<file path="config.mk">
export PLATFORM = sky130hd
export DESIGN_NAME = sdf_bf_stage
export DESIGN_NICKNAME = d
export VERILOG_FILES = /design/src/rtl/sdf_bf_stage.sv
export SDC_FILE = /design/constraint.sdc
export NUM_CORES = 1
export LEC_CHECK = 0
export CORE_MARGIN = 2
export CORE_UTILIZATION = 55
export CTS_CLUSTER_DIAMETER = 200
export DETAILED_ROUTE_END_ITERATION = 8
export GPL_TIMING_DRIVEN = 0
export PLACE_DENSITY = 0.8
export SLEW_MARGIN = 20
export SYNTH_ARGS = -nofsm -noshare
export SYNTH_HDL_FRONTEND = slang
export SYNTH_SLANG_ARGS = --single-unit
</file>
<file path="constraint.sdc">
create_clock -name clk -period 7.5 [get_ports clk]
set_input_delay 1.5 -clock clk [delete_from_list [all_inputs] [get_ports clk]]
set_output_delay 1.5 -clock clk [all_outputs]
set_load 0.02 [all_outputs]
</file>
<file path="src/rtl/sdf_bf_stage.sv">
// Radix-2 single-delay-feedback butterfly stage: fills a feedback line in phase 0, butterflies against it in phase 1.
// Optional SDF_BF_SCALE_EN: output register loads the result halved (arithmetic shift right by 1).
module sdf_bf_stage #(
    parameter int DW    = 16,
    parameter int DELAY = 16,
    parameter int CNT_W = 5
) (
    input  logic                 clk,
    input  logic                 rst,
    input  logic                 valid_in,
    input  logic signed [DW-1:0] din_re,
    input  logic signed [DW-1:0] din_im,
    input  logic [CNT_W-1:0]     cnt_ctrl,
    output logic                 valid_out,
    output logic signed [DW:0]   dout_re,
    output logic signed [DW:0]   dout_im
);
    localparam int SB = $clog2(DELAY);
    localparam int AW = DW + 1;

    logic signed [AW-1:0] line_re_q [DELAY];
    logic signed [AW-1:0] line_im_q [DELAY];
    logic signed [AW-1:0] line_re_d [DELAY];
    logic signed [AW-1:0] line_im_d [DELAY];
    logic                 primed_q, primed_d;
    logic                 valid_out_q, valid_out_d;
    logic signed [AW-1:0] dout_re_q, dout_re_d;
    logic signed [AW-1:0] dout_im_q, dout_im_d;

    logic                 sel;
    logic signed [AW-1:0] fb_re, fb_im, din_re_x, din_im_x;
    logic signed [AW-1:0] sum_re, sum_im, dif_re, dif_im;
    logic signed [AW-1:0] res_re, res_im, out_re, out_im;
    logic                 unused_cnt;

    assign unused_cnt = ^cnt_ctrl;

    always_comb begin
        sel      = cnt_ctrl[SB];
        fb_re    = line_re_q[DELAY-1];
        fb_im    = line_im_q[DELAY-1];
        din_re_x = {din_re[DW-1], din_re};
        din_im_x = {din_im[DW-1], din_im};
        // fb holds a DW-bit-range sample in phase 1, so DW+1 bits cannot overflow
        sum_re   = fb_re + din_re_x;
        sum_im   = fb_im + din_im_x;
        dif_re   = fb_re - din_re_x;
        dif_im   = fb_im - din_im_x;
        res_re   = sel ? sum_re : fb_re;
        res_im   = sel ? sum_im : fb_im;
`ifdef SDF_BF_SCALE_EN
        out_re   = res_re >>> 1;
        out_im   = res_im >>> 1;
`else
        out_re   = res_re;
        out_im   = res_im;
`endif

        line_re_d = line_re_q;
        line_im_d = line_im_q;
        if (valid_in) begin
            for (int i = DELAY - 1; i > 0; i--) begin
                line_re_d[i] = line_re_q[i-1];
                line_im_d[i] = line_im_q[i-1];
            end
            line_re_d[0] = sel ? dif_re : din_re_x;
            line_im_d[0] = sel ? dif_im : din_im_x;
        end

        primed_d    = primed_q | (valid_in & sel);
        // phase-0 output before the first butterfly would only be reset zeros
        valid_out_d = valid_in & (sel | primed_q);
        dout_re_d   = valid_out_d ? out_re : dout_re_q;
        dout_im_d   = valid_out_d ? out_im : dout_im_q;
    end

    always_ff @(posedge clk) begin
        if (rst) begin
            for (int i = 0; i < DELAY; i++) begin
                line_re_q[i] <= '0;
                line_im_q[i] <= '0;
            end
            primed_q    <= 1'b0;
            valid_out_q <= 1'b0;
            dout_re_q   <= '0;
            dout_im_q   <= '0;
        end else begin
            line_re_q   <= line_re_d;
            line_im_q   <= line_im_d;
            primed_q    <= primed_d;
            valid_out_q <= valid_out_d;
            dout_re_q   <= dout_re_d;
            dout_im_q   <= dout_im_d;
        end
    end

    assign valid_out = valid_out_q;
    assign dout_re   = dout_re_q;
    assign dout_im   = dout_im_q;
endmodule

</file>
==> results of run 1 <==
## path summary, 6_finish.rpt
| check | depth (start not counted) | slack, ns | endpoint | startpoint |
|---|---|---|---|---|
| max | 10 | 3.52 | line_im_q[268] | din_im[1] |
| min | 2 | 0.46 | dout_im[0] | dout_im[0] |
| max reg2reg | 10 | 4.63 | line_re_q[271] | fb_re[0] |
| min reg2reg | 2 | 0.46 | dout_im[0] | dout_im[0] |
## flip-flops by register name, summed over array words and instances, names as in the netlist
register	cells
line_im_q	255
line_re_q	255
dout_im	17
dout_re	17
fb_im	17
fb_re	17
primed_q	1
valid_out	1
## kinds of logic after synthesis
| logic type | after synthesis | share of synthesized area, % |
|---|---|---|
| simple gates | 765 | 13.2 |
| mux | 525 | 21.8 |
| xor+xnor | 46 | 1.67 |
| flops | 580 | 48.1 |
| buf+inv | 228 | 3.77 |
| compound gates | 289 | 7.86 |
| fa+ha+maj | 68 | 3.65 |
## metrics by stage
| stage | std cells | cell area, um^2 |
|---|---|---|
| floorplan | 2501 | 24200 |
| global placement | 3155 | 25600 |
| detailed placement | 3155 | 25600 |
| CTS | 3256 | 27400 |
| global route | 3257 | 27400 |
| finish | 3258 | 27400 |
## layout make-up
cell class / count / area [um^2]
plain buffers: 165 / 674
inverters: 63 / 236
diodes: 2 / 5.00
clock inverters: 20 / 200
clock buffers: 81 / 1590
multi-input cells: 1693 / 11600
well taps: 585 / 732
repair buffers: 69 / 691
flip-flops and latches: 580 / 11600
fillers: 3505 / 15800
## synth_stat cells (17+ instances only)
library cell,count
xnor2_1,31
nand2_1,24
inv_1,61
nand2b_1,25
clkbuf_1,109
nor3_1,33
mux2i_1,523
buf_2,38
o21ai_0,62
ha_1,64
a21oi_1,81
o21bai_1,17
nor2b_1,20
dfxtp_1,580
nor2_1,605
a211oi_1,32
buf_1,17
## worst reg2reg max path, stage by stage (launching register included)
cell and delay [ns]:
dfxtp_1 0.40, inv_1 0.06, ha_1 0.22, fa_1 0.45, nor2b_4 0.14, o31a_1 0.24
o41ai_4 0.11, o41ai_2 0.44, a221o_1 0.27, nor4_1 0.06, or3b_1 0.37
## per-layer routing
metal / track usage [%] / wire (um)
met5: 0 / 0
met4: 12.0 / 2540
met2: 46.9 / 29900
met1: 33.3 / 26300
met3: 4.41 / 3230
## cells in the final DEF, fill, tap and decap left out, types with 8 or more instances in the layout
cell / n
a211oi_1: 32
a21oi_1: 81
a311oi_1: 13
a31oi_1: 9
buf_1: 17
buf_2: 38
clkbuf_1: 123
clkbuf_16: 55
clkbuf_8: 12
clkdlybuf4s50_1: 69
clkinv_2: 10
dfxtp_1: 580
ha_1: 64
inv_1: 61
mux2i_1: 523
nand2_1: 24
nand2b_1: 25
nand3_1: 8
nor2_1: 605
nor2b_1: 20
nor3_1: 33
o21a_1: 9
o21ai_0: 62
o21bai_1: 17
or3_1: 15
xnor2_1: 31
xor2_1: 15
## report_power, final
part | switching [mW] | leakage, nW | total [mW] | internal, mW
Clock | 1.21 | 0.886 | 2.77 | 1.55
Sequential | 0.0339 | 4.69 | 3.15 | 3.12
Combinational | 0.293 | 6.38 | 0.469 | 0.176
==> impl_metrics.ini, run 1 <==
[sta]
tightest_slew_ns = 1.12
skew_ns = 0.0163
relSlewSlack_pct = 25.5
final.setup.tns_ns = 0
setup_viol = 0
hold_ws_ns = 0.461
hold_viol = 0
period_minus_slack_ns = 3.98
rsz0062_at_grt = false
period_share_pct = 53.1
slew_violations = 0
timing.final.ws_setup_ns = 3.52
max_freq_mhz = 251

[route]
drtIter0Drc = 1434
wire_per_inst_um = 19.0
drt-total-wl_mm = 61.9
num_vias = 18200
avgViaCountPerCell = 5.60
firstDrtPassIters = 7
ant_nets = 0
drc_errors = 0

[job]
max_cap_viol_count = 0

[clock_tree]
postCtsSetupBuffers = 0
cts_sinks = 580
numCtsBuffers = 55
cts-htree-levels = 2
cts_tree = yes
clockBufferDepth = 3
cts-resized-gates = 0
cts_hold_buf = 0
cts_root_buf = clkbuf_16
clk_pin_slew_worst_paths_ns = 0.07
clk_latency_ns = 0.62

[finish]
final_util_pct = 63.4
nNetsFinal = 2735
layout-drive-gt1-share_pct = 5.13
area_delta_synth_final_pct = 13.3

[setup_path]
crit_path_start_kind = primary input
cp_max_fo = 4
crit_required_ns = 7.96
worstPathBufferInverterCount = 2
worstPathArrival_ns = 4.45
crit_type = in -> reg
critPathTopFamily = compound AO/OA/AOI/OAI gates
end_kind = flip-flop
crit_path_max_incr_delay_ns = 0.67
critical_path.cell_chain = clkdlybuf4s50_1, inv_1, ha_1, nor2b_1, o31a_1, o21ai_0, a21oi_1, a41oi_1, xor2_1, a211oi_1
critPathSlowestCell = clkdlybuf4s50_1

[placed_design]
gp_congestion = 0.940
portBuffers = 69
place_ws_ns = 2.96
hpwl_mm = 45.7

[global_route]
grt_pass1_vias = 18000
grt_max_degree = 16
grt_usage_pct = 27.1
grt_pass1_wl_mm = 97.5
antenna_found_initial = 2
grt_overflow = 0

[yosys]
ys_seq_elements = 580
yosys_warnings = 0
ys_seq_area_share_pct = 48.1
syn_avg_cell_area_um2 = 9.66
syn_nets = 2609
synth_top_cell_area_share_pct = 48.1
synthTopCellsByArea = dfxtp_1, mux2i_1, nor2_1
ys_async_sr_fraction_pct = 0
syn_area_um2 = 24200
synth_edf_count = 0
syn_inst = 2501
yosysTopAreaCell = dfxtp_1
ys.flop_type = dfxtp_1
yosysUniqueCellTypes = 67

[status]
outcome = finished, final reports clean

[die]
placementRows = 76
initial_utilization_pct = 56.0
io-pin-count = 75
core_um2 = 43200
die_w_um = 214
dieHeight_um = 214
die_area_um2 = 45600

[min_path]
min_path_type = reg -> reg

[pwr]
p_total_mw = 6.39
total_leakage_power_nw = 12.0
ir_drop_mv = 0.186
p_per_area_nw_per_um2 = 233
No activity file was read; power rests on OpenSTA's default activity.
==> run 2, diff against run 1 <==
PLACE_DENSITY = 0.82   (was 0.8)
clock period = 3.35 ns   (was 7.5 ns; I/O delays follow)
==> run 2 against run 1 <==
Power is 130% higher. Core utilization increased by 0.35 points. Wire length grew 0.30%. Sequential share of layout area shrank 0.23 points. Critical path type unchanged. Largest cell class unchanged.
==> impl_metrics.ini, run 2 (same netlist as run 1, synthesis figures left out) <==
[setup_path]
cp_max_fo = 10
crit_type = in -> reg
end_kind = flip-flop
crit_path_start_kind = primary input
worstPathArrival_ns = 3.70
crit_required_ns = 3.87

[finish]
area_delta_synth_final_pct = 14.0
fillers = 3448
top_regs = line_im_q: 255 flops, line_re_q: 255 flops
layout.cells.most_common = nor2_1
layout-drive-gt1-share_pct = 5.28
nNetsFinal = 2736
layout_common_cells = nor2_1, dfxtp_1, mux2i_1

[route]
avgViaCountPerCell = 5.62
drt-total-wl_mm = 62.1
firstDrtPassIters = 8
drtIter0Drc = 1140
wire_per_inst_um = 19.1
num_vias = 18300
drc_errors = 0
ant_nets = 0

[die]
initial_utilization_pct = 56.0
io-pin-count = 75
die_w_um = 214
placementRows = 76
core_um2 = 43200
dieHeight_um = 214
die_area_um2 = 45600

[sta]
period_share_pct = 95.0
skew_ns = 0.0267
slew_violations = 0
max_freq_mhz = 314
relSlewSlack_pct = 28.0
timing.final.ws_setup_ns = 0.167
tightest_slew_ns = 1.08
period_minus_slack_ns = 3.18
rsz0062_at_grt = false
hold_viol = 0
setup_viol = 0

[clock_tree]
numCtsBuffers = 56
cts_hold_buf = 0
cts-resized-gates = 0
cts_tree = yes
clk_latency_ns = 0.63
clk_pin_slew_worst_paths_ns = 0.06
cts_sinks = 580
cts-htree-levels = 2
cts_root_buf = clkbuf_16
clockBufferDepth = 3
postCtsSetupBuffers = 0

[placed_design]
portBuffers = 69
place_ws_ns = -0.446
hpwl_mm = 45.6
gp_congestion = 0.961

[min_path]
min_path_type = reg -> reg

[pwr]
netSwitchingPower_mw = 3.51
p_total_mw = 14.7
p_int_mw = 11.2
power_frac_clock_pct = 44.7
total_leakage_power_nw = 12.0
p_comb_share_pct = 7.2
seq_power_share_pct = 48.1
p_per_area_nw_per_um2 = 533
sw_frac_of_total_pct = 23.9
ir_drop_mv = 0.519

[global_route]
grt_usage_pct = 27.2
grt_pass1_wl_mm = 97.6
grt_pass1_vias = 18200
antenna_found_initial = 2
grt_overflow = 0
grt_max_degree = 17

[status]
outcome = finished, final reports clean

[job]
max_cap_viol_count = 0
[run 2: final cells by class]
cell class | count | area (um^2) | area share (%)
Sequential cell | 580 | 11600 | 42.2
Clock inverter | 20 | 299 | 1.09
Inverter | 63 | 236 | 0.859
Clock buffer | 81 | 1640 | 5.94
Multi-Input combinational cell | 1693 | 11600 | 42.3
Timing Repair Buffer | 69 | 691 | 2.51
Buffer | 165 | 674 | 2.45
Tap cell | 585 | 732 | 2.66
Antenna cell | 3 | 7.51 | 0.0273
[run 2: layer usage]
layer  vias up  routed length (um)  global-route usage, %
met3       160                3120                   4.32
met2       487               30200                   47.5
li1       8808                   -                      -
met1      8854               26100                   32.8
met4         0                2680                   12.7
met5         -                   0                      0
[run 2: critical path, cell delays in order]
cell and delay (ns):
clkdlybuf4s50_1 0.50, clkbuf_1 0.45, clkbuf_1 0.47, clkbuf_1 0.66, buf_1 0.55, a21oi_1 0.15
nor3_1 0.24
[run 2: final timing paths]
check	from	end	slack, ns	depth (start not counted)
worst max-delay path	cnt_ctrl[4]	line_im_q[262]	0.17	7
worst min-delay path	dout_re[7]	dout_re[7]	0.47	2
worst max register to register	fb_re[0]	line_re_q[271]	0.55	10
worst min register to register	dout_re[7]	dout_re[7]	0.47	2
[run 2: power by group through the flow]
stage	clock [mW]	combinational [mW]	sequential (mW)
2_1_floorplan	0	0.679	7.21
5_1_grt	6.92	1.13	7.06
3_3_place_gp	0	1.01	7.21
3_5_place_dp	0	1.03	7.21
6_report	6.57	1.05	7.06
4_1_cts	6.62	1.04	7.06
[run 2: metrics by stage]
stage / util, % / cell area [um^2] / std cells / setup TNS [ns] / hold WS, ns
2_1_floorplan: - / 24200 / 2501 / 0 / 0.453
3_3_place_gp: 59.3 / 25600 / 3155 / -8.24 / 0.448
3_5_place_dp: 59.3 / 25600 / 3155 / -8.48 / 0.454
4_1_cts: 63.7 / 27500 / 3256 / 0 / 0.467
5_1_grt: 63.8 / 27500 / 3258 / 0 / 0.503
6_report: 63.8 / 27500 / 3259 / 0 / 0.469
==> run 3, diff against run 2 <==
CORE_ASPECT_RATIO = 1.75   (was not set)
TNS_END_PERCENT = 5   (was not set)
==> run 3 against run 2 <==
Core utilization down 0.76 points. Sequential cell count did not move. Via count shrank 0.74%. Design area is 0.80% lower. Power is 3.6% lower. Die area is 0.15% higher. Combinational power about the same. Clock skew down 0.011 ns. Clock power is 8.1% lower. Non-clock buffer count did not move. Critical path type unchanged. Highest routed layer unchanged.
==> impl_metrics.ini, run 3 (same netlist as run 1, synthesis figures left out) <==
[pwr]
total_leakage_power_nw = 11.9
power_frac_clock_pct = 42.7
p_comb_share_pct = 7.4
netSwitchingPower_mw = 3.41
p_int_mw = 10.8
p_total_mw = 14.2
sw_frac_of_total_pct = 24.1
p_per_area_nw_per_um2 = 519
seq_power_share_pct = 49.9
ir_drop_mv = 0.529

[finish]
layout-drive-gt1-share_pct = 5.18
area_delta_synth_final_pct = 13.0
top_regs = line_im_q: 255 flops, line_re_q: 255 flops
layout.cells.most_common = nor2_1
fillers = 3460
nNetsFinal = 2731
layout_common_cells = nor2_1, dfxtp_1, mux2i_1

[sta]
timing.final.ws_setup_ns = 0.129
hold_viol = 0
period_minus_slack_ns = 3.22
relSlewSlack_pct = 29.2
rsz0062_at_grt = false
max_freq_mhz = 310
tightest_slew_ns = 1.06
period_share_pct = 96.2
slew_violations = 0
hold_ws_ns = 0.464
setup_viol = 0
skew_ns = 0.0158

[die]
dieHeight_um = 281
initial_utilization_pct = 55.7
placementRows = 101
die_area_um2 = 45700
core_um2 = 43300
io-pin-count = 75
die_w_um = 162

[clock_tree]
cts_tree = yes
cts-htree-levels = 2
clk_pin_slew_worst_paths_ns = 0.07
cts_sinks = 580
clk_latency_ns = 0.60
postCtsSetupBuffers = 0
cts_root_buf = clkbuf_16
numCtsBuffers = 51
clockBufferDepth = 3

[route]
ant_nets = 0
drt-total-wl_mm = 64.4
wire_per_inst_um = 19.9
drc_errors = 0
num_vias = 18200
firstDrtPassIters = 7
avgViaCountPerCell = 5.62
drtIter0Drc = 1012

[setup_path]
cp_max_fo = 10
worstPathArrival_ns = 3.74
crit_required_ns = 3.87
crit_path_start_kind = primary input
crit_type = in -> reg
end_kind = flip-flop

[placed_design]
place_ws_ns = -0.484
portBuffers = 69
gp_congestion = 0.942
hpwl_mm = 48.8

[global_route]
grt_overflow = 0
grt_pass1_vias = 18900
grt_max_degree = 17
grt_usage_pct = 28.1
grt_pass1_wl_mm = 100
antenna_found_initial = 1

[job]
max_cap_viol_count = 0

[min_path]
min_path_type = reg -> reg

[status]
outcome = finished, final reports clean
-- run 3: cell type report --
| type | count | area (um^2) | share of cell area (%) |
|---|---|---|---|
| multi-input combinational | 1693 | 11600 | 42.6 |
| tap | 566 | 708 | 2.59 |
| sequential | 580 | 11600 | 42.5 |
| buffer | 165 | 676 | 2.47 |
| antenna | 1 | 2.50 | 0.00916 |
| timing repair buffer | 69 | 691 | 2.53 |
| clock buffer | 69 | 1450 | 5.29 |
| clock inverter | 26 | 297 | 1.09 |
| inverter | 63 | 236 | 0.866 |
-- run 3: through the flow --
step | instances | utilization (%) | TNS (ns) | area [um^2]
finish | 3232 | 63.0 | 0 | 27300
global route | 3232 | 63.0 | 0 | 27300
CTS | 3231 | 63.0 | 0 | 27300
detailed placement | 3136 | 59.0 | -10.37 | 25600
global placement | 3136 | 59.0 | -9.49 | 25600
floorplan | 2501 | - | 0 | 24200
-- run 3: worst max-delay path, stage by stage --
cell and delay, ns:
clkdlybuf4s50_1 0.56, clkbuf_1 0.41, clkbuf_1 0.37, clkbuf_1 0.62, buf_1 0.58, a21oi_1 0.28, nor3_1 0.23
-- run 3: metal layers --
metal / vias up / wire length, um / part of all wire, % / track usage, %
met5: - / 0 / 0 / 0
met4: 0 / 5340 / 8.3 / 20.5
met3: 235 / 3090 / 4.8 / 4.96
met2: 505 / 34500 / 54 / 54.6
met1: 8647 / 21500 / 33 / 25.6
li1: 8786 / - / - / -
-- run 3: repair_timing --
action / CTS / global route
resized for setup: 0 / 3
hold buffers: 0 / 0
endpoints found under the setup margin: 0 / 2
-- run 3: path summary, 6_finish.rpt --
check                                 start        endpoint  slack [ns]  cells past startpoint
worst max register to register     fb_re[0]  line_re_q[265]        0.52                     10
worst min-delay path             dout_re[5]      dout_re[5]        0.46                      2
worst min register to register   dout_re[5]      dout_re[5]        0.46                      2
worst max-delay path            cnt_ctrl[4]  line_im_q[265]        0.13                      7
-- run 3: power by group through the flow --
stage,logic [mW],registers [mW],clock network (mW)
floorplan,0.679,7.21,0
global placement,1.02,7.21,0
detailed placement,1.04,7.22,0
CTS,1.05,7.06,6.10
global route,1.13,7.06,6.38
finish,1.05,7.07,6.04
